## src/rtl/calc_pkg.sv

```systemverilog
// calc_pkg: key codes, operator encodings, keypad map and debounce FSM states
// shared by the keypad front end of the calculator.
package calc_pkg;
    localparam logic [4:0] KEY_0 = 5'd0, KEY_1 = 5'd1, KEY_2 = 5'd2, KEY_3 = 5'd3, KEY_4 = 5'd4;
    localparam logic [4:0] KEY_5 = 5'd5, KEY_6 = 5'd6, KEY_7 = 5'd7, KEY_8 = 5'd8, KEY_9 = 5'd9;
    localparam logic [4:0] KEY_ADD = 5'd10, KEY_SUB = 5'd11, KEY_MUL = 5'd12, KEY_DIV = 5'd13;
    localparam logic [4:0] KEY_EQ = 5'd14, KEY_CLR = 5'd15, KEY_BKSP = 5'd16;
    localparam logic [4:0] KEY_MS = 5'd17, KEY_MR = 5'd18, KEY_MC = 5'd19;

    localparam logic [1:0] OP_ADD = 2'd0, OP_SUB = 2'd1, OP_MUL = 2'd2, OP_DIV = 2'd3;

    // Indexed by row*5 + col
    localparam logic [4:0] KEY_MAP [20] = '{
        KEY_7,   KEY_8, KEY_9,  KEY_DIV, KEY_BKSP,
        KEY_4,   KEY_5, KEY_6,  KEY_MUL, KEY_MC,
        KEY_1,   KEY_2, KEY_3,  KEY_SUB, KEY_MR,
        KEY_CLR, KEY_0, KEY_EQ, KEY_ADD, KEY_MS
    };

    typedef enum logic [1:0] {ST_IDLE, ST_CAND, ST_PRESSED} db_state_t;

    function automatic logic [4:0] key_code(input logic [1:0] row, input logic [2:0] col);
        return KEY_MAP[5'(row) * 5'd5 + 5'(col)];
    endfunction

    function automatic logic repeats(input logic [4:0] c);
        return c <= KEY_9 || c == KEY_BKSP;
    endfunction
endpackage

```

## src/rtl/keypad_col_scanner.sv

```systemverilog
// keypad_col_scanner: drives the active-low columns, synchronizes the rows and
// reports one NONE / KEY / MULTI result per full 5-column scan.
module keypad_col_scanner
    import calc_pkg::*;
#(
    parameter int SCAN_DIV = 1000
) (
    input  logic       clock,
    input  logic       reset_n,
    output logic [4:0] col_n,
    input  logic [3:0] row_n,
    output logic       scan_valid,
    output logic [4:0] scan_code,
    output logic       scan_none,
    output logic       scan_multi
);
    localparam int DW = $clog2(SCAN_DIV);

    logic          active;
    logic [2:0]    col;
    logic [DW-1:0] dwell;
    logic [3:0]    sync0, sync1;
    logic [1:0]    acc_cnt, col_cnt, tot, row_idx;
    logic [2:0]    sum;
    logic [4:0]    acc_code, cur_code;
    logic [3:0]    hits;
    logic          last_dwell;

    // Closure count saturates at 2: anything beyond one key is simply MULTI
    always_comb begin
        hits       = ~sync1;
        col_cnt    = hits == 4'd0 ? 2'd0 : (hits & (hits - 4'd1)) == 4'd0 ? 2'd1 : 2'd2;
        row_idx    = hits[0] ? 2'd0 : hits[1] ? 2'd1 : hits[2] ? 2'd2 : 2'd3;
        sum        = 3'(acc_cnt) + 3'(col_cnt);
        tot        = sum > 3'd1 ? 2'd2 : sum[1:0];
        cur_code   = col_cnt == 2'd1 ? key_code(row_idx, col) : acc_code;
        last_dwell = active && dwell == DW'(SCAN_DIV - 1);
        col_n      = active ? ~(5'd1 << col) : 5'b11111;
    end

    always_ff @(posedge clock or negedge reset_n) begin
        if (!reset_n) begin
            active     <= 1'b0;
            col        <= '0;
            dwell      <= '0;
            sync0      <= '1;
            sync1      <= '1;
            acc_cnt    <= '0;
            acc_code   <= '0;
            scan_valid <= 1'b0;
            scan_code  <= '0;
            scan_none  <= 1'b0;
            scan_multi <= 1'b0;
        end else begin
            sync0      <= row_n;
            sync1      <= sync0;
            active     <= 1'b1;
            scan_valid <= 1'b0;
            if (last_dwell) begin
                dwell <= '0;
                col   <= col == 3'd4 ? 3'd0 : col + 3'd1;
                if (col == 3'd4) begin
                    scan_valid <= 1'b1;
                    scan_none  <= tot == 2'd0;
                    scan_multi <= tot == 2'd2;
                    scan_code  <= cur_code;
                    acc_cnt    <= '0;
                end else begin
                    acc_cnt  <= tot;
                    acc_code <= cur_code;
                end
            end else if (active) begin
                dwell <= dwell + 1'b1;
            end
        end
    end
endmodule

```

## src/rtl/keypad_decoder.sv

```systemverilog
// keypad_decoder: debounces 4x5 keypad scan results into one-clock key pulses.
// Define KEY_REPEAT_EN to auto-repeat held digit and backspace keys.
module keypad_decoder
    import calc_pkg::*;
#(
    parameter int SCAN_DIV       = 1000,
    parameter int DEBOUNCE_SCANS = 4,
    parameter int REPEAT_DELAY   = 60,
    parameter int REPEAT_RATE    = 12
) (
    input  logic       clock,
    input  logic       reset_n,
    output logic [4:0] col_n,
    input  logic [3:0] row_n,
    output logic       dig_key,
    output logic [3:0] digit_val,
    output logic       op_key,
    output logic [1:0] op_sel,
    output logic       ex_key,
    output logic       bksp_key,
    output logic       clr_key,
    output logic       ms_key,
    output logic       mr_key,
    output logic       mc_key
);
    if (SCAN_DIV < 3 || DEBOUNCE_SCANS < 1 || REPEAT_DELAY < 1 || REPEAT_RATE < 1 ||
        REPEAT_RATE > REPEAT_DELAY) begin : g_param_check
        $error("keypad_decoder: parameter out of range");
    end

    logic       scan_valid, scan_none, scan_multi;
    logic [4:0] scan_code;

    keypad_col_scanner #(.SCAN_DIV(SCAN_DIV)) u_scan (
        .clock      (clock),
        .reset_n    (reset_n),
        .col_n      (col_n),
        .row_n      (row_n),
        .scan_valid (scan_valid),
        .scan_code  (scan_code),
        .scan_none  (scan_none),
        .scan_multi (scan_multi)
    );

    db_state_t  state, state_nx;
    logic [7:0] cnt, cnt_nx, rcnt, rcnt_nx;
    logic [4:0] code, code_nx, fire_code;
    logic       is_key, same, press, rep_fire, fire, is_dig, is_op;

    assign is_key = scan_valid && !scan_none && !scan_multi;
    assign same   = is_key && scan_code == code;

`ifdef KEY_REPEAT_EN
    logic [15:0] rep, rep_nx;
    logic        rep_hit;
    // After the first repeat the counter rewinds so later repeats come every REPEAT_RATE scans
    always_comb begin
        rep_hit  = state == ST_PRESSED && same && repeats(code);
        rep_fire = rep_hit && rep + 16'd1 == 16'(REPEAT_DELAY);
        rep_nx   = press ? 16'd0 : rep_fire ? 16'(REPEAT_DELAY - REPEAT_RATE) : rep_hit ? rep + 16'd1 : rep;
    end
`else
    assign rep_fire = 1'b0;
`endif

    always_ff @(posedge clock or negedge reset_n) begin
        if (!reset_n) begin
            state <= ST_IDLE;
            cnt   <= '0;
            rcnt  <= '0;
            code  <= '0;
`ifdef KEY_REPEAT_EN
            rep   <= '0;
`endif
        end else begin
            state <= state_nx;
            cnt   <= cnt_nx;
            rcnt  <= rcnt_nx;
            code  <= code_nx;
`ifdef KEY_REPEAT_EN
            rep   <= rep_nx;
`endif
        end
    end

    always_comb begin
        state_nx = state;
        cnt_nx   = cnt;
        rcnt_nx  = rcnt;
        code_nx  = code;
        if (scan_valid) begin
            case (state)
                ST_IDLE: if (is_key) begin
                    code_nx  = scan_code;
                    cnt_nx   = 8'd1;
                    rcnt_nx  = '0;
                    state_nx = press ? ST_PRESSED : ST_CAND;
                end
                ST_CAND: if (press) begin
                    state_nx = ST_PRESSED;
                    rcnt_nx  = '0;
                end else if (same) begin
                    cnt_nx = cnt + 8'd1;
                end else if (is_key) begin
                    code_nx = scan_code;
                    cnt_nx  = 8'd1;
                end else begin
                    state_nx = ST_IDLE;
                end
                ST_PRESSED: begin
                    rcnt_nx  = scan_none ? rcnt + 8'd1 : 8'd0;
                    state_nx = scan_none && rcnt + 8'd1 == 8'(DEBOUNCE_SCANS) ? ST_IDLE : ST_PRESSED;
                end
                default: state_nx = ST_IDLE;
            endcase
        end
    end

    always_comb begin
        press     = is_key && ((state == ST_IDLE && DEBOUNCE_SCANS <= 1) ||
                    (state == ST_CAND && scan_code == code && cnt + 8'd1 == 8'(DEBOUNCE_SCANS)));
        fire      = press || rep_fire;
        fire_code = press ? scan_code : code;
        is_dig    = fire_code <= KEY_9;
        is_op     = fire_code >= KEY_ADD && fire_code <= KEY_DIV;
    end

    always_ff @(posedge clock or negedge reset_n) begin
        if (!reset_n) begin
            dig_key   <= 1'b0;
            digit_val <= '0;
            op_key    <= 1'b0;
            op_sel    <= '0;
            ex_key    <= 1'b0;
            bksp_key  <= 1'b0;
            clr_key   <= 1'b0;
            ms_key    <= 1'b0;
            mr_key    <= 1'b0;
            mc_key    <= 1'b0;
        end else begin
            dig_key  <= fire && is_dig;
            op_key   <= fire && is_op;
            ex_key   <= fire && fire_code == KEY_EQ;
            bksp_key <= fire && fire_code == KEY_BKSP;
            clr_key  <= fire && fire_code == KEY_CLR;
            ms_key   <= fire && fire_code == KEY_MS;
            mr_key   <= fire && fire_code == KEY_MR;
            mc_key   <= fire && fire_code == KEY_MC;
            if (fire && is_dig) digit_val <= fire_code[3:0];
            if (fire && is_op) op_sel <= 2'(fire_code - KEY_ADD);
        end
    end
endmodule

```

## config.mk

```make
export PLATFORM = sky130hd
export DESIGN_NAME = keypad_decoder
export DESIGN_NICKNAME = d
export VERILOG_FILES = /design/src/rtl/calc_pkg.sv /design/src/rtl/keypad_col_scanner.sv /design/src/rtl/keypad_decoder.sv
export SDC_FILE = /design/constraint.sdc
export NUM_CORES = 1
export LEC_CHECK = 0
export CAP_MARGIN = 20
export CORE_MARGIN = 3
export CORE_UTILIZATION = 60
export CTS_BUF_LIST = sky130_fd_sc_hd__clkbuf_8
export DETAILED_ROUTE_END_ITERATION = 10
export PLACE_DENSITY = 0.87
export SYNTH_ARGS = -nofsm -noshare
export SYNTH_HDL_FRONTEND = slang
export SYNTH_SLANG_ARGS = --single-unit
export TNS_END_PERCENT = 100
```

## constraint.sdc

```tcl
create_clock -name clock -period 8.55 [get_ports clock]
set_input_delay 0.855 -clock clock [delete_from_list [all_inputs] [get_ports clock]]
set_output_delay 0.855 -clock clock [all_outputs]
set_load 0.01 [all_outputs]
```

======== Yosys cells after proc, flatten, opt, wreduce, memory -nomap -nowiden ========
Memories as Yosys holds them, arrays and structs flattened.
Cells that the tools add are included.
storage, ports and cells
  ROM bits ................................ 160
  register bits after elaboration ......... 74
  output and inout port bits .............. 19
  memories kept ........................... 1
memories
  memory            words  bits a word  rd ports  clocked after memory_dff  write ports  line            RTL
  (name not given)  32     5            1         0                         0            calc_pkg.sv:23  return KEY_MAP[5'(row) * 5'd5 + 5'(col)];
operators by class
  order comparisons ....................... 5
  reductions and logical operators ........ 32
  mux-type cells .......................... 36
  shifts and indexed selects .............. 1
  multipliers ............................. 1
  add/sub/neg operators ................... 8
  eq/ne operators ......................... 21
  bitwise gates (word level) .............. 5
operators with widths
  kind                                                                    number
  8-bit 2-to-1 mux                                                        6
  5-bit 2-to-1 mux                                                        8
  2-bit 2-to-1 mux                                                        12
  8-bit case mux with 3 select lines                                      1
  5-bit equality test (second input constant)                             4
  10-bit 2-to-1 mux                                                       2
  1-bit logical AND                                                       17
  8-bit by 1-bit adder with 8-bit output (second input constant)          2
  8-bit by 3-bit equality test with 1-bit output (second input constant)  2
  8-bit case mux with 2 select lines                                      1
  4-bit AND reduction                                                     3
  10-bit by 1-bit adder with 10-bit output (second input constant)        1
  10-bit equality test (second input constant)                            1
  5-bit by 4-bit equality test with 1-bit output (second input constant)  2
  5-bit by 4-bit <= comparator with 1-bit output (second input constant)  2
  5-bit case mux with 2 select lines                                      1
  4-bit zero test                                                         2
  2-bit != test (second input constant)                                   4
  6-bit >= comparator (second input constant)                             1
  3-bit != test (second input constant)                                   2
  5-bit inverter with 6-bit output                                        1
  2-bit case mux with 3 select lines                                      1
  5-bit by 3-bit adder with 5-bit output                                  1
  5-bit equality test                                                     1
  other kinds (23)                                                        31

======== Logic depth before layout (Yosys ltp) ========
Gate-level depths: netlist (run 1).
  depth in word-level cells ............... 11
  mapped depth ............................ 11

======== Modules after synthesis ========
A second synthesis (run 1) with hierarchy kept.
second synthesis, totals
  cells, all modules ...................... 404
  area, all modules ....................... 4196.5 sq um
modules (own cells, without submodules)
  module              instances  area each (sq um)  cells an instance
  keypad_col_scanner  1          2179.6             203
  keypad_decoder      1          2016.9             201

======== Least setup slack after synthesis (run 1) ========
Ideal clock, no wire load.
  path kind ............................... reg2reg
  from .................................... reg u_scan.sync1[2]
  to ...................................... reg u_scan.scan_code[0]
  path slack .............................. 5593 ps
  stages on the path, launching flop included .. 9
  data arrival time ....................... 2875 ps
  setup time .............................. 82 ps
  required time ........................... 8468 ps
  period minus slack after synthesis ...... 2957 ps
  path through ............................ dfstp_2 -> inv_1 -> a21boi_0 -> ha_1 -> fa_1 -> clkbuf_1 -> mux4_2 -> a211o_1 -> a31oi_1
between the ends
  cells in the longest elaborated chain, start to end .. 11
ends and longest elaborated chain
  element                                                 line                      RTL
  start, declared                                         keypad_col_scanner.sv:22  logic [3:0] sync0, sync1;
  start signal, assigned                                  keypad_col_scanner.sv:56  sync1 <= sync0;
  4-bit inverter (*)                                      keypad_col_scanner.sv:31  hits = ~sync1;
  1-bit 2-to-1 mux                                        keypad_col_scanner.sv:33  row_idx = hits[0] ? 2'd0 : hits[1] ? 2'd1 : hits[2] ? 2'd2 : 2'd3;
  2-bit 2-to-1 mux (2 in a row)                           keypad_col_scanner.sv:33
  2-bit by 3-bit multiplier with 5-bit output             calc_pkg.sv:23
  5-bit by 3-bit adder with 5-bit output                  calc_pkg.sv:23
  5-bit inverter with 6-bit output (not written as such)  calc_pkg.sv:23
  memory 32 x 5 bit                                       -
  5-bit 2-to-1 mux (not written as such) (2 in a row)     calc_pkg.sv:23
  5-bit 2-to-1 mux (*)                                    keypad_col_scanner.sv:36  cur_code = col_cnt == 2'd1 ? key_code(row_idx, col) : acc_code;
  end signal, assigned                                    keypad_col_scanner.sv:66  scan_code <= cur_code;
  end, declared                                           keypad_col_scanner.sv:13  output logic [4:0] scan_code,
Every way passes the cells marked *; elsewhere a longest branch is shown, timed or not. The select of a mux whose other input is x is not followed.
A chain may end at the register's enable or synchronous reset.

======== Worst setup path in the final report (run 1) ========
Ends and elaborated chain as after synthesis.

==> run_results.csv, run 1 <==
group,metric,value,unit
worst_setup_path,worstSetupPathType,"flop to flop",
clocking,cts_tree,"built",
synthesis,yosys_warnings,0,
route,drc_errors,0,
clocking,clk_latency,0.35,ns
timing,fin_worst_skew,0.0104,ns
clocking,cts_sinks,74,
synthesis,synth_fa_ha_area_share,8.94,%
worst_hold_path,min_from,"u_scan.sync0[3]",
synthesis,synth_simple_gate_area_share,19.3,%
route,dr.pass1.iters,5,
power,peakVddDrop,0.000190,V
final_layout,area_growth_syn_to_layout,13.8,%
final_layout,layout.nets,461,
route,drt-met1-wl,3610,um
flow_run,cap_viol_max_count,0,
route,wl_met3,380,um
final_layout,final_common_cell,"dfrtp_1",
synthesis,synth-seq-area-share,45.9,%
timing,setup_viol,0,
worst_setup_path,cp-start-kind,"flop",
timing,max_freq,323,MHz
route,drtIter0Drc,276,
floorplan,fp.dieArea,7790,um2
route,wl_per_cell,16.7,um
clocking,path_clk_slew,0.07,ns
power,p_per_area,175,nW/um2
worst_hold_path,hold_path_class,"flop to flop",
timing,hold_viol,0,
synthesis,synth.distinct_cells,57,
route,routed.top_layer,"met4",
clocking,post_cts_buffers,0,
synthesis,synth_nets,435,
timing,whs,0.358,ns
worst_setup_path,required,8.82,ns
clocking,postCtsHoldBufs,0,
worst_setup_path,worstSetupEndpointType,"flop",
clocking,ctsRootBufferMaster,"clkbuf_8",
floorplan,boundaryPins,25,
timing,rsz0062_at_grt,"false",
global_routing,grt_pass1_wl,15100,um
synthesis,synth_cells,402,
worst_setup_path,worstPathMaxFanout,7,
place,port_buffers,24,
timing,fin_tns_setup,0,ns
route,routed_wl,8510,um
timing,maxSlewViolCount,0,
worst_setup_path,reg2regPathDepth,7,
final_layout,mostFrequentLayoutCells,"dfrtp_1, nand2_1, o21ai_0",
synthesis,synth-async-reset-ratio,100,%
synthesis,synth_xor_area_share,4.93,%
clocking,ctsResizeCount,0,
synthesis,synth-edff-count,0,
synthesis,avgSynthCellArea,10.1,um2
worst_setup_path,rrSetupSlack,5.46,ns
worst_hold_path,holdPathStages,0,
floorplan,dieHeight,88.3,um
place,gp_congestion,0.938,
synthesis,syn_area,4060,um2
timing,post-route-period-util,36.2,%
clocking,ctsLongestPathBuffers,2,
global_routing,overflow,0,
floorplan,fp-row-count,29,
timing,worstMarginPinSlew,0.901,ns
worst_setup_path,arrival,3.36,ns
power,p_leak,0.00209,uW
timing,max_slew_margin,40.0,%
synthesis,ys_ff_latch,74,
floorplan,core_area,6460,um2
worst_hold_path,min_to,"u_scan.sync1[3]",
route,wl_met2,4340,um
synthesis,synth_top_family_by_area,"simple AND/OR/NAND/NOR gates",
worst_setup_path,r2r_start,"u_scan.sync1[2]",
floorplan,die_w,88.3,um
synthesis,synth_compound_area_share,13.4,%
clocking,h-tree-depth,3,
place,detailed_place_hpwl,5660,um
final_layout,drive_above_1_share,9.70,%
clocking,cts_buffers,9,
floorplan,start_util,62.9,%
global_routing,antenna_found_initial,0,
synthesis,synthMuxAreaShare,4.41,%
worst_setup_path,setup.worst_path.start,"u_scan.sync1[2]",
route,viasPerCell,6.22,
global_routing,first_global_vias,3153,
timing,finalCriticalPeriod,3.09,ns
global_routing,grt_max_degree,75,
global_routing,grt.total_usage,24.9,%
route,vias,3173,
worst_setup_path,reg2reg_to,"u_scan.scan_code[0]",
run_status,status,"finished, final reports clean",
synthesis,synth_flop_cell,"dfrtp_1",
final_layout,diodes,0,
route,ant_nets,0,
logic make-up after synthesis:
| family | count (synthesis) |
|---|---|
| AND/OR/NAND/NOR | 146 |
| AO/OA/AOI/OAI | 85 |
| adder cells (fa/ha/maj) | 28 |
| XOR/XNOR | 22 |
| buffers and inverters | 33 |
| multiplexers | 13 |
| other | 1 |
| flip-flops | 74 |
power breakdown:
| part | switching [uW] | internal (uW) | total, uW |
|---|---|---|---|
| combinational | 38.1 | 30.1 | 68.2 |
| clock | 130 | 222 | 352 |
| sequential | 21.2 | 368 | 389 |
registers in the layout, summed over array words and instances, names as in the netlist, 2 cells and up:
register          count
cnt                   8
u_scan.acc_cnt        2
u_scan.scan_code      5
state                 2
u_scan.sync1          4
u_scan.acc_code       5
u_scan.sync0          4
code                  5
rcnt                  8
u_scan.col            3
u_scan.dwell         10
digit_val             4
op_sel                2
worst max path at each step:
stage                                endpoint  cells past startpoint  slack (ns)
after global routing       u_scan.acc_code[1]                      9        5.32
after CTS                 u_scan.scan_code[0]                      7        5.44
final                     u_scan.scan_code[0]                      7        5.46
after detailed placement   u_scan.acc_code[0]                      7        5.48
after global placement    u_scan.scan_code[0]                      7        5.60
after floorplan           u_scan.scan_code[0]                      8        5.59
per-stage QoR:
| step | std cells | area, um2 | setup slack, ns | power, uW | utilization, % |
|---|---|---|---|---|---|
| 2_1_floorplan | 402 | 4060 | 5.59 | 438 | - |
| 3_3_place_gp | 493 | 4360 | 5.60 | 457 | 67.4 |
| 3_5_place_dp | 493 | 4360 | 5.48 | 463 | 67.4 |
| 5_1_grt | 510 | 4620 | 5.32 | 844 | 71.5 |
| 6_report | 510 | 4620 | 5.46 | 809 | 71.5 |
| 4_1_cts | 509 | 4620 | 5.44 | 812 | 71.5 |
critical path, stage by stage, from the launching register on:
cell and delay (ns):
dfstp_2 0.58, inv_1 0.04, a21boi_0 0.27, ha_1 0.32, fa_1 0.74, mux4_2 0.55, a211o_1 0.33, a31oi_1 0.17
layer usage:
layer	up-vias	global-route usage [%]
li1	1499	-
met1	1552	32.5
met2	106	42.5
met3	16	3.91
met4	0	8.24
met5	-	0
final cells by class:
class                           count  area (um2)
Inverter                           22        82.6
Timing Repair Buffer               26         248
Sequential cell                    74        1860
Clock inverter                      7         136
Multi-Input combinational cell    295        2070
Fill cell                         454        1840
Clock buffer                        9         124
Tap cell                           77        96.3
synthesized netlist by cell type (3+ instances only):
| cell | instances | area (um2) |
|---|---|---|
| nor2_1 | 20 | 75.1 |
| nand3_1 | 19 | 95.1 |
| a311oi_1 | 4 | 35.0 |
| o22ai_1 | 5 | 31.3 |
| a211o_1 | 3 | 26.3 |
| or3_1 | 5 | 31.3 |
| mux2_2 | 3 | 33.8 |
| o41ai_1 | 3 | 26.3 |
| ha_1 | 25 | 313 |
| a21oi_1 | 7 | 35.0 |
| nor4_1 | 8 | 50.1 |
| nor3_1 | 5 | 25.0 |
| dfrtp_1 | 66 | 1650 |
| and2_1 | 3 | 18.8 |
| nand2_1 | 50 | 188 |
| xor2_1 | 7 | 61.3 |
| a31oi_1 | 8 | 50.1 |
| mux2i_1 | 4 | 40.0 |
| inv_1 | 21 | 78.8 |
| o21ai_0 | 32 | 160 |
| clkbuf_1 | 9 | 33.8 |
| o211ai_1 | 4 | 30.0 |
| dfstp_2 | 8 | 210 |
| and3_1 | 8 | 50.1 |
| mux2_4 | 4 | 60.1 |
| xnor2_1 | 14 | 123 |
| a21o_1 | 6 | 45.0 |
| o31ai_1 | 5 | 37.5 |
| nand4b_1 | 4 | 35.0 |
| nand4_1 | 6 | 37.5 |
(Power assumes the default switching activity.)
==> run 2, diff against run 1 <==
--- a/config.mk
+++ b/config.mk
@@ -7,10 +7,10 @@
 export LEC_CHECK = 0
 export CAP_MARGIN = 20
 export CORE_MARGIN = 3
-export CORE_UTILIZATION = 60
+export CORE_UTILIZATION = 56
 export CTS_BUF_LIST = sky130_fd_sc_hd__clkbuf_8
 export DETAILED_ROUTE_END_ITERATION = 10
-export PLACE_DENSITY = 0.87
+export PLACE_DENSITY = 0.86
 export SYNTH_ARGS = -nofsm -noshare
 export SYNTH_HDL_FRONTEND = slang
 export SYNTH_SLANG_ARGS = --single-unit
==> constraint.sdc (replaced) <==
create_clock -name clock -period 2.5 [get_ports clock]
set_input_delay 0.25 -clock clock [delete_from_list [all_inputs] [get_ports clock]]
set_output_delay 0.25 -clock clock [all_outputs]
set_load 0.01 [all_outputs]
==> run 2 against run 1 <==
The flow now finishes with violations (negative setup slack). Critical path depth down 1. Maximum frequency up 11%. Worst setup slack worse by 5.8 ns. Global-route usage up 0.80 points. Flip-flop and latch count unchanged. Via count up 7.6%.
==> run_results.csv, run 2 (synthesized netlist as in run 1, its figures left out) <==
group,metric,value,unit
run_status,status,"finished, violations left",
run_status,violations,"negative setup slack",
worst_setup_path,worstSetupPathType,"flop to flop",
route,drtIter0Drc,179,
clocking,cts_sinks,74,
global_routing,grt_pass1_wl,17100,um
worst_setup_path,worstSetupEndpointType,"flop",
timing,post-route-period-util,112,%
floorplan,dieHeight,91.2,um
timing,fin_worst_skew,0.0138,ns
power,seqPwrFrac,47.8,%
floorplan,fp.dieArea,8310,um2
timing,whs,0.303,ns
worst_setup_path,cp-start-kind,"flop",
place,port_buffers,24,
worst_setup_path,arrival,3.07,ns
final_layout,regMostFlops,"u_scan.dwell",
global_routing,grt_max_degree,36,
power,power,2780,uW
final_layout,diodes,0,
power,swShare,25.5,%
power,p_leak,0.00228,uW
final_layout,area_growth_syn_to_layout,25.4,%
flow_run,cap_viol_max_count,0,
final_layout,fillers,467,
final_layout,top_regs,"u_scan.dwell (10), cnt (8), rcnt (8)",
timing,maxSlewViolCount,0,
global_routing,overflow,0,
clocking,clk_latency,0.36,ns
worst_setup_path,worstPathMaxFanout,3,
power,switchingPower,710,uW
final_layout,multi_input_area,2220,um2
power,peakVddDrop,0.000393,V
final_layout,drive_above_1_share,21.5,%
clocking,cts_tree,"built",
worst_hold_path,holdPathStages,1,
route,ant_nets,0,
power,combPwrFrac,11.4,%
timing,finalCriticalPeriod,2.80,ns
timing,setup_ws,-0.299,ns
clocking,ctsLongestPathBuffers,2,
timing,rsz0062_at_grt,"true",
timing,hold_viol,0,
clocking,path_clk_slew,0.07,ns
worst_setup_path,required,2.77,ns
floorplan,core_area,6910,um2
route,dr.pass1.iters,4,
clocking,h-tree-depth,3,
timing,setup_viol,10,
place,gp_congestion,0.884,
floorplan,fp-row-count,30,
route,drc_errors,0,
timing,max_slew_margin,60.4,%
worst_setup_path,rrSetupSlack,-0.30,ns
power,clockPowerShare,40.8,%
worst_hold_path,hold_path_class,"primary input to flop",
final_layout,mostFrequentLayoutCells,"dfrtp_1, nand2_1, buf_4",
floorplan,start_util,58.8,%
worst_setup_path,reg2regPathDepth,6,
clocking,cts_buffers,9,
power,p_per_area,547,nW/um2
final_layout,regArea,1860,um2
final_layout,largest_reg_flops,10,
floorplan,die_w,91.2,um
clocking,ctsRootBufferMaster,"clkbuf_8",
global_routing,antenna_found_initial,0,
global_routing,grt.total_usage,25.7,%
final_layout,final_common_cell,"dfrtp_1",
timing,worstMarginPinSlew,0.595,ns
route,routed_wl,10400,um
route,wl_per_cell,18.4,um
timing,max_freq,357,MHz
floorplan,boundaryPins,25,
route,viasPerCell,6.03,
power,internal-power,2070,uW
route,vias,3414,
final_layout,layout.nets,498,
global_routing,first_global_vias,3624,
place,detailed_place_hpwl,6470,um
==> run 2: cell types whose count changed in the layout (fill, tap and decap cells not counted), moves of 4 or more <==
cell and delta:
buf_4 +30, ha_4 +4, buf_6 +6, ha_1 -5
==> run 2: cell type report <==
class	instances	area share [%]
clock buffer	9	2.43
clock inverter	7	2.31
inverter	22	1.62
multi-input combinational	295	43.6
sequential	74	36.6
tap	96	2.36
timing repair buffer	63	11.1
==> run 2: worst max-delay path, stage by stage (launching register included) <==
cell and delay, ns:
dfstp_2 0.56, a21boi_4 0.28, ha_4 0.26, fa_2 0.62, mux4_2 0.51, a211o_1 0.31
a31oi_1 0.18
==> run 2: what timing repair did <==
action,in CTS,in global routing
hold endpoints to repair,14,0
endpoints found under the setup margin,10,15
pin swaps,17,14
setup buffers,8,6
gates resized for setup,20,14
hold buffers,1,0
==> run 2: worst paths after layout <==
check / endpoint / start
hold / removal: u_scan.sync0[1] / row_n[1]
max in group asynchronous: u_scan.scan_code[3] / reset_n
setup / recovery: u_scan.scan_code[0] / u_scan.sync1[0]
hold reg to reg: u_scan.sync1[3] / u_scan.sync0[3]
min in group asynchronous: ex_key / reset_n
setup reg to reg: u_scan.scan_code[0] / u_scan.sync1[0]
==> run 2: metal layers <==
| layer | track usage [%] | part of all wire [%] |
|---|---|---|
| met5 | 0 | 0 |
| met4 | 12.4 | 3.4 |
| met3 | 6.46 | 4.9 |
| met2 | 44.9 | 54 |
| met1 | 29.1 | 38 |
==> run 2: stage by stage <==
step	cells	TNS (ns)	cell area [um2]	utilization, %	setup slack [ns]
floorplan	402	-0.738	4090	-	-0.190
global placement	535	-0.628	4580	66.3	-0.148
detailed placement	535	-1.72	4580	66.3	-0.285
CTS	560	-0.939	4990	72.2	-0.266
global route	566	-2.80	5090	73.7	-0.339
finish	566	-2.01	5090	73.7	-0.299
==> run 2: power groups by stage <==
stage	clock network, uW	registers [uW]	logic (uW)
after floorplan	0	1340	167
after global placement	0	1350	241
after detailed placement	0	1350	257
after CTS	1130	1330	284
after global routing	1190	1340	347
final	1130	1330	318
==> run 3, diff against run 2 <==
--- a/config.mk
+++ b/config.mk
@@ -9,7 +9,9 @@
 export CORE_MARGIN = 3
 export CORE_UTILIZATION = 56
 export CTS_BUF_LIST = sky130_fd_sc_hd__clkbuf_8
+export CTS_CLUSTER_DIAMETER = 200
 export DETAILED_ROUTE_END_ITERATION = 10
+export HOLD_SLACK_MARGIN = 0.1
 export PLACE_DENSITY = 0.86
 export SYNTH_ARGS = -nofsm -noshare
 export SYNTH_HDL_FRONTEND = slang
==> results of run 3 <==
The final DEF is identical to that of run 2; final timing and power are the same.
==> variant 1 (flow settings as in run 2) <==
Build with the macro `KEY_REPEAT_EN` defined.
--- a/src/rtl/keypad_decoder.sv
+++ b/src/rtl/keypad_decoder.sv
@@ -1,5 +1,7 @@
 // keypad_decoder: debounces 4x5 keypad scan results into one-clock key pulses.
 // Define KEY_REPEAT_EN to auto-repeat held digit and backspace keys.
+`define KEY_REPEAT_EN
+
 module keypad_decoder
     import calc_pkg::*;
 #(
Behaviour: same outputs for any inputs over 10 cycles, from zero or initial values and one cycle with reset_n low; that may be too few to reach the edited logic, so the function may still have changed.
==> variant 1 against run 2 <==
The run still ends with negative setup slack left; wire length rose by 8.1%; area after synthesis increased by 20%; final area rose by 17%; fmax rose by 2.9%; clock skew shrank 0.91 ps; sequential cell count increased by 16; first-iteration DRC count up 34%; sequential share of layout area grew 1.5 points; synthesized cell count grew 26%; worst setup slack gained 80 ps; sequential power rose by 18%; total power rose by 8.8%; global-route usage is 3.4 points lower; cell count is 18% higher; largest power group unchanged.
==> variant 1: results (changes against run 2) <==
outcome=finished, violations left; violated checks=negative setup slack; WL final=11.2 mm (+8.1%); reg-to-reg startpoint=u_scan.sync1[1]; first-pass GRT wire length=17.9 mm (+4.6%); final setup fails=11 (+1); DR iter-0 viols=240 (+34%); Fin Hold WS=299 ps (-3.99 ps); largest net degree at the start of global routing=54 (+50%); top cells by count, synth=dfrtp_1, nand2_1, o21ai_0; Combinational Power=0.249 mW (-22%); multi-input logic portion of the cell area=44.9% (+1.3 points); Final WS setup=-219 ps (+79.6 ps); adder-cell share of the synthesized area=7.53% (-1.4 points); vias after detailed routing=3935 (+15%); Syn Area/Cell=9.61 um^2 (-4.9%); combinational power share=8.2% (-3.2 points); Leak=2.78 nW (+22%); vias in the first global route=4021 (+11%); Seq. pwr=1.57 mW (+18%); gpl congestion=0.961 (+8.7%); largest cells by area after synthesis=dfrtp_1, ha_1, o21ai_0; r2r endpoint=u_scan.acc_code[0]; slowest cell on the critical path=dfstp_2; hold path endpoint=u_scan.sync0[0]; fill cell count=536 (+15%); Worst-path clk slew=100 ps (+30 ps); number of sequential storage elements=90 (+22%); biggest regs=rep x16, u_scan.dwell x10; Max transition margin=65.5% (+5.1 points); Signal buffers=59 (-6.3%); DP Cell Count=645 (+21%); mux cell area share after synthesis=3.53% (-0.87 points); post-synthesis sequential area ratio=46.6% (+0.77 points); Met3 Wirelength=420 um (-17%); Ant. Diodes=0 (unchanged); GRT Total Usage=22.2% (-3.4 points); R2R depth=12 (+6); Post-Synthesis Net Count=539 (+24%); CP arrival=2950 ps (-120 ps); CP max FO=5 (+2); Worst IR Drop VDD=401 uV (+1.9%); layout cell share with drive strength beyond 1=20.5% (-0.96 points); Placed Area=0.00540 mm^2 (+18%); setup slack at placement=-249 ps (+35.6 ps); Mapped Area=0.00485 mm^2 (+20%); Detail Placement HPWL=7.32 mm (+13%); post-route met1 wirelength=4.54 mm (+15%); non-filler cells, final=670 (+18%); Cell variety after synth=61 (+7.0%); buffering overhead=9.31% (-1.8 points); clk cell area share=4.16% (-0.58 points); Hold Crit Start=row_n[0]; xor-xnor portion of the synthesized cell area=5.96% (+1.0 points); met2 WL post-DR=5.95 mm (+6.1%); Layout Cell Area excl Fill=0.00595 mm^2 (+17%); setup TNS=-1550 ps (+464 ps); NumNets Final=594 (+19%); slowest stage delay, CP=570 ps (-50 ps)
==> variant 1: how the worst max path moves through the flow <==
stage               slack, ps  depth (start not counted)             endpoint
floorplan                -180                         10  u_scan.scan_code[2]
global placement         -130                          9   u_scan.acc_code[2]
detailed placement       -250                         11   u_scan.acc_code[4]
CTS                      -210                          9  u_scan.scan_code[2]
global route             -370                         12   u_scan.acc_code[0]
finish                   -220                         12   u_scan.acc_code[0]
==> variant 1: timing repair <==
action	in CTS	in global routing
endpoints found under the hold margin	37	0
setup buffers	1	8
endpoints found under the setup margin	10	19
resized for setup	16	45
hold buffers	1	0
pin swaps	7	19
==> variant 1: routing by layer <==
layer / vias to the layer above / global-route usage, %
li1: 1863 / -
met1: 1944 / 26.3
met2: 94 / 39.6
met3: 34 / 4.03
met4: 0 / 9.45
met5: - / 0
==> variant 2 (config.mk and constraints of run 2) <==
Made on the original files. Put one more register stage on the output `digit_val`, without a reset. The value now appears one clock later. The other outputs are not delayed to match.
--- a/src/rtl/keypad_decoder.sv
+++ b/src/rtl/keypad_decoder.sv
@@ -23,6 +23,8 @@
     output logic       mr_key,
     output logic       mc_key
 );
+
+    logic [3:0] digit_val_s0;
     if (SCAN_DIV < 3 || DEBOUNCE_SCANS < 1 || REPEAT_DELAY < 1 || REPEAT_RATE < 1 ||
         REPEAT_RATE > REPEAT_DELAY) begin : g_param_check
         $error("keypad_decoder: parameter out of range");
@@ -128,7 +130,7 @@
     always_ff @(posedge clock or negedge reset_n) begin
         if (!reset_n) begin
             dig_key   <= 1'b0;
-            digit_val <= '0;
+            digit_val_s0 <= '0;
             op_key    <= 1'b0;
             op_sel    <= '0;
             ex_key    <= 1'b0;
@@ -146,9 +148,13 @@
             ms_key   <= fire && fire_code == KEY_MS;
             mr_key   <= fire && fire_code == KEY_MR;
             mc_key   <= fire && fire_code == KEY_MC;
-            if (fire && is_dig) digit_val <= fire_code[3:0];
+            if (fire && is_dig) digit_val_s0 <= fire_code[3:0];
             if (fire && is_op) op_sel <= 2'(fire_code - KEY_ADD);
         end
     end
+    always_ff @(posedge clock) begin
+        digit_val <= digit_val_s0;
+    end
+
 endmodule
 
Function: no difference found for any inputs over 10 cycles, from zero or initial values and one cycle with reset_n low; that may be too few to reach the edited logic, so the function may still have changed.
==> variant 2 against run 2 <==
The run still ends with negative setup slack left; global-route usage fell by 1.5 points; wire length fell by 6.9%; area after synthesis rose by 3.2%; worst setup slack got worse by 27 ps; first-iteration DRC count rose by 32%; worst hold slack got worse by 8.9 ps; final area rose by 1.7%; sequential cell count rose by 4; total power fell by 8.1%; synthesized cell count rose by 3.7%.
==> variant 2: results (changes against run 2) <==
setup slack at placement=-322 ps (-36.9 ps); slowest cell on the critical path=dfstp_2; DP Cell Count=560 (+4.7%); vias in the first global route=3524 (-2.8%); top cells by count, synth=dfrtp_1, nand2_1, o21ai_0; largest net degree at the start of global routing=75 (+110%); violated checks=negative setup slack; crit path to=u_scan.acc_code[2]; Worst IR Drop VDD=352 uV (-11%); Syn Area/Cell=10.0 um^2 (-0.54%); Worst-path clk slew=90 ps (+20 ps); final setup fails=10 (unchanged); Final WS setup=-326 ps (-27.1 ps); layout cell share with drive strength beyond 1=23.0% (+1.5 points); R2R depth=10 (+4); GRT Total Usage=24.1% (-1.5 points); Worst Setup SP=u_scan.sync1[1]; CP arrival=3060 ps (about the same); count of TritonRoute iterations in the first routing pass=5 (+1); largest cells by area after synthesis=dfrtp_1, ha_1, dfstp_2; DR iter-0 viols=236 (+32%); vias per cell=5.91 (-2.0%); slowest stage delay, CP=580 ps (-40 ps); NumNets Final=516 (+3.6%); Slew @ Worst Pin=556 ps (-39.2 ps); Leak=2.27 nW (-0.26%); WL final=9.69 mm (-6.9%); YS warnings=0 (unchanged); routed len/inst=16.6 um (-9.7%); Post-Synthesis Net Count=450 (+3.4%); Fin Hold WS=294 ps (-8.90 ps); post-synthesis sequential area ratio=46.4% (+0.50 points); biggest regs=u_scan.dwell x10, cnt x8, rcnt x8; Detail Placement HPWL=6.53 mm (+0.94%); Placed Area=0.00481 mm^2 (+5.0%); Cell variety after synth=64 (+12%); Synth async-reset ratio=94.9% (-5.1 points); first-pass GRT wire length=16.6 mm (-3.4%); gpl congestion=0.890 (+0.67%); final clock skew=9.94 ps (-3.90 ps); outcome=finished, violations left
-- variant 2: cell families (layout without fill, tap and decap cells) --
family	Yosys count	count (layout)	share of synthesized area (%)
fa+ha+maj	28	28	8.66
flops	78	78	46.4
other cells	1	1	0.0895
compound gates	90	90	13.7
xor+xnor	15	15	3.14
mux	14	14	4.57
simple gates	151	151	19.8
buf+inv	40	111	3.73
-- variant 2: worst min path at each step --
stage | start | endpoint | cells after the start
after floorplan | reset_n | bksp_key | 0
after global placement | reset_n | rcnt[7] | 2
after detailed placement | reset_n | rcnt[7] | 2
after CTS | row_n[3] | u_scan.sync0[3] | 1
after global routing | row_n[3] | u_scan.sync0[3] | 1
final | row_n[2] | u_scan.sync0[2] | 1
-- variant 2: final cells by class --
class,count,area [um^2]
clock inverters,7,57.6
inverters,25,93.8
multi-input cells,299,2230
flip-flops and latches,78,1940
well taps,96,120
fillers,473,1840
clock buffers,9,124
repair buffers,70,607
-- variant 2: what timing repair did --
action	CTS	global route
endpoints found under the setup margin	11	25
endpoints found under the hold margin	66	0
setup buffers	5	2
resized for setup	15	13
hold buffers	1	0
pin swaps	9	6
-- variant 2: through the flow --
step	TNS, ps	util [%]
after global placement	-1280	68.5
after detailed placement	-2140	68.5
after global routing	-2880	73.7
after floorplan	-1060	-
after CTS	-1260	73.0
final	-1890	73.7
-- variant 2: where the power goes --
part	internal (mW)	switching, mW	leakage [nW]
logic	0.143	0.151	1.17
registers	1.32	0.0707	1.02
clock network	0.370	0.500	0.0824
-- variant 2: layer usage --
metal / wire (um) / part of all wire, % / global-route usage (%) / vias to the layer above
li1: - / - / - / 1634
met1: 3890 / 40 / 28.4 / 1705
met2: 5240 / 54 / 43.8 / 92
met3: 360 / 3.7 / 3.57 / 21
met4: 202 / 2.1 / 9.65 / 0
met5: 0 / 0 / 0 / -
-- variant 2: worst max-delay path, delay by kind of cell, from the launching register on --
family	cells	cell delay [ps]
fa+ha+maj	3	860
flops	1	580
simple gates	1	70
buf+inv	2	180
compound gates	1	80
mux	3	950
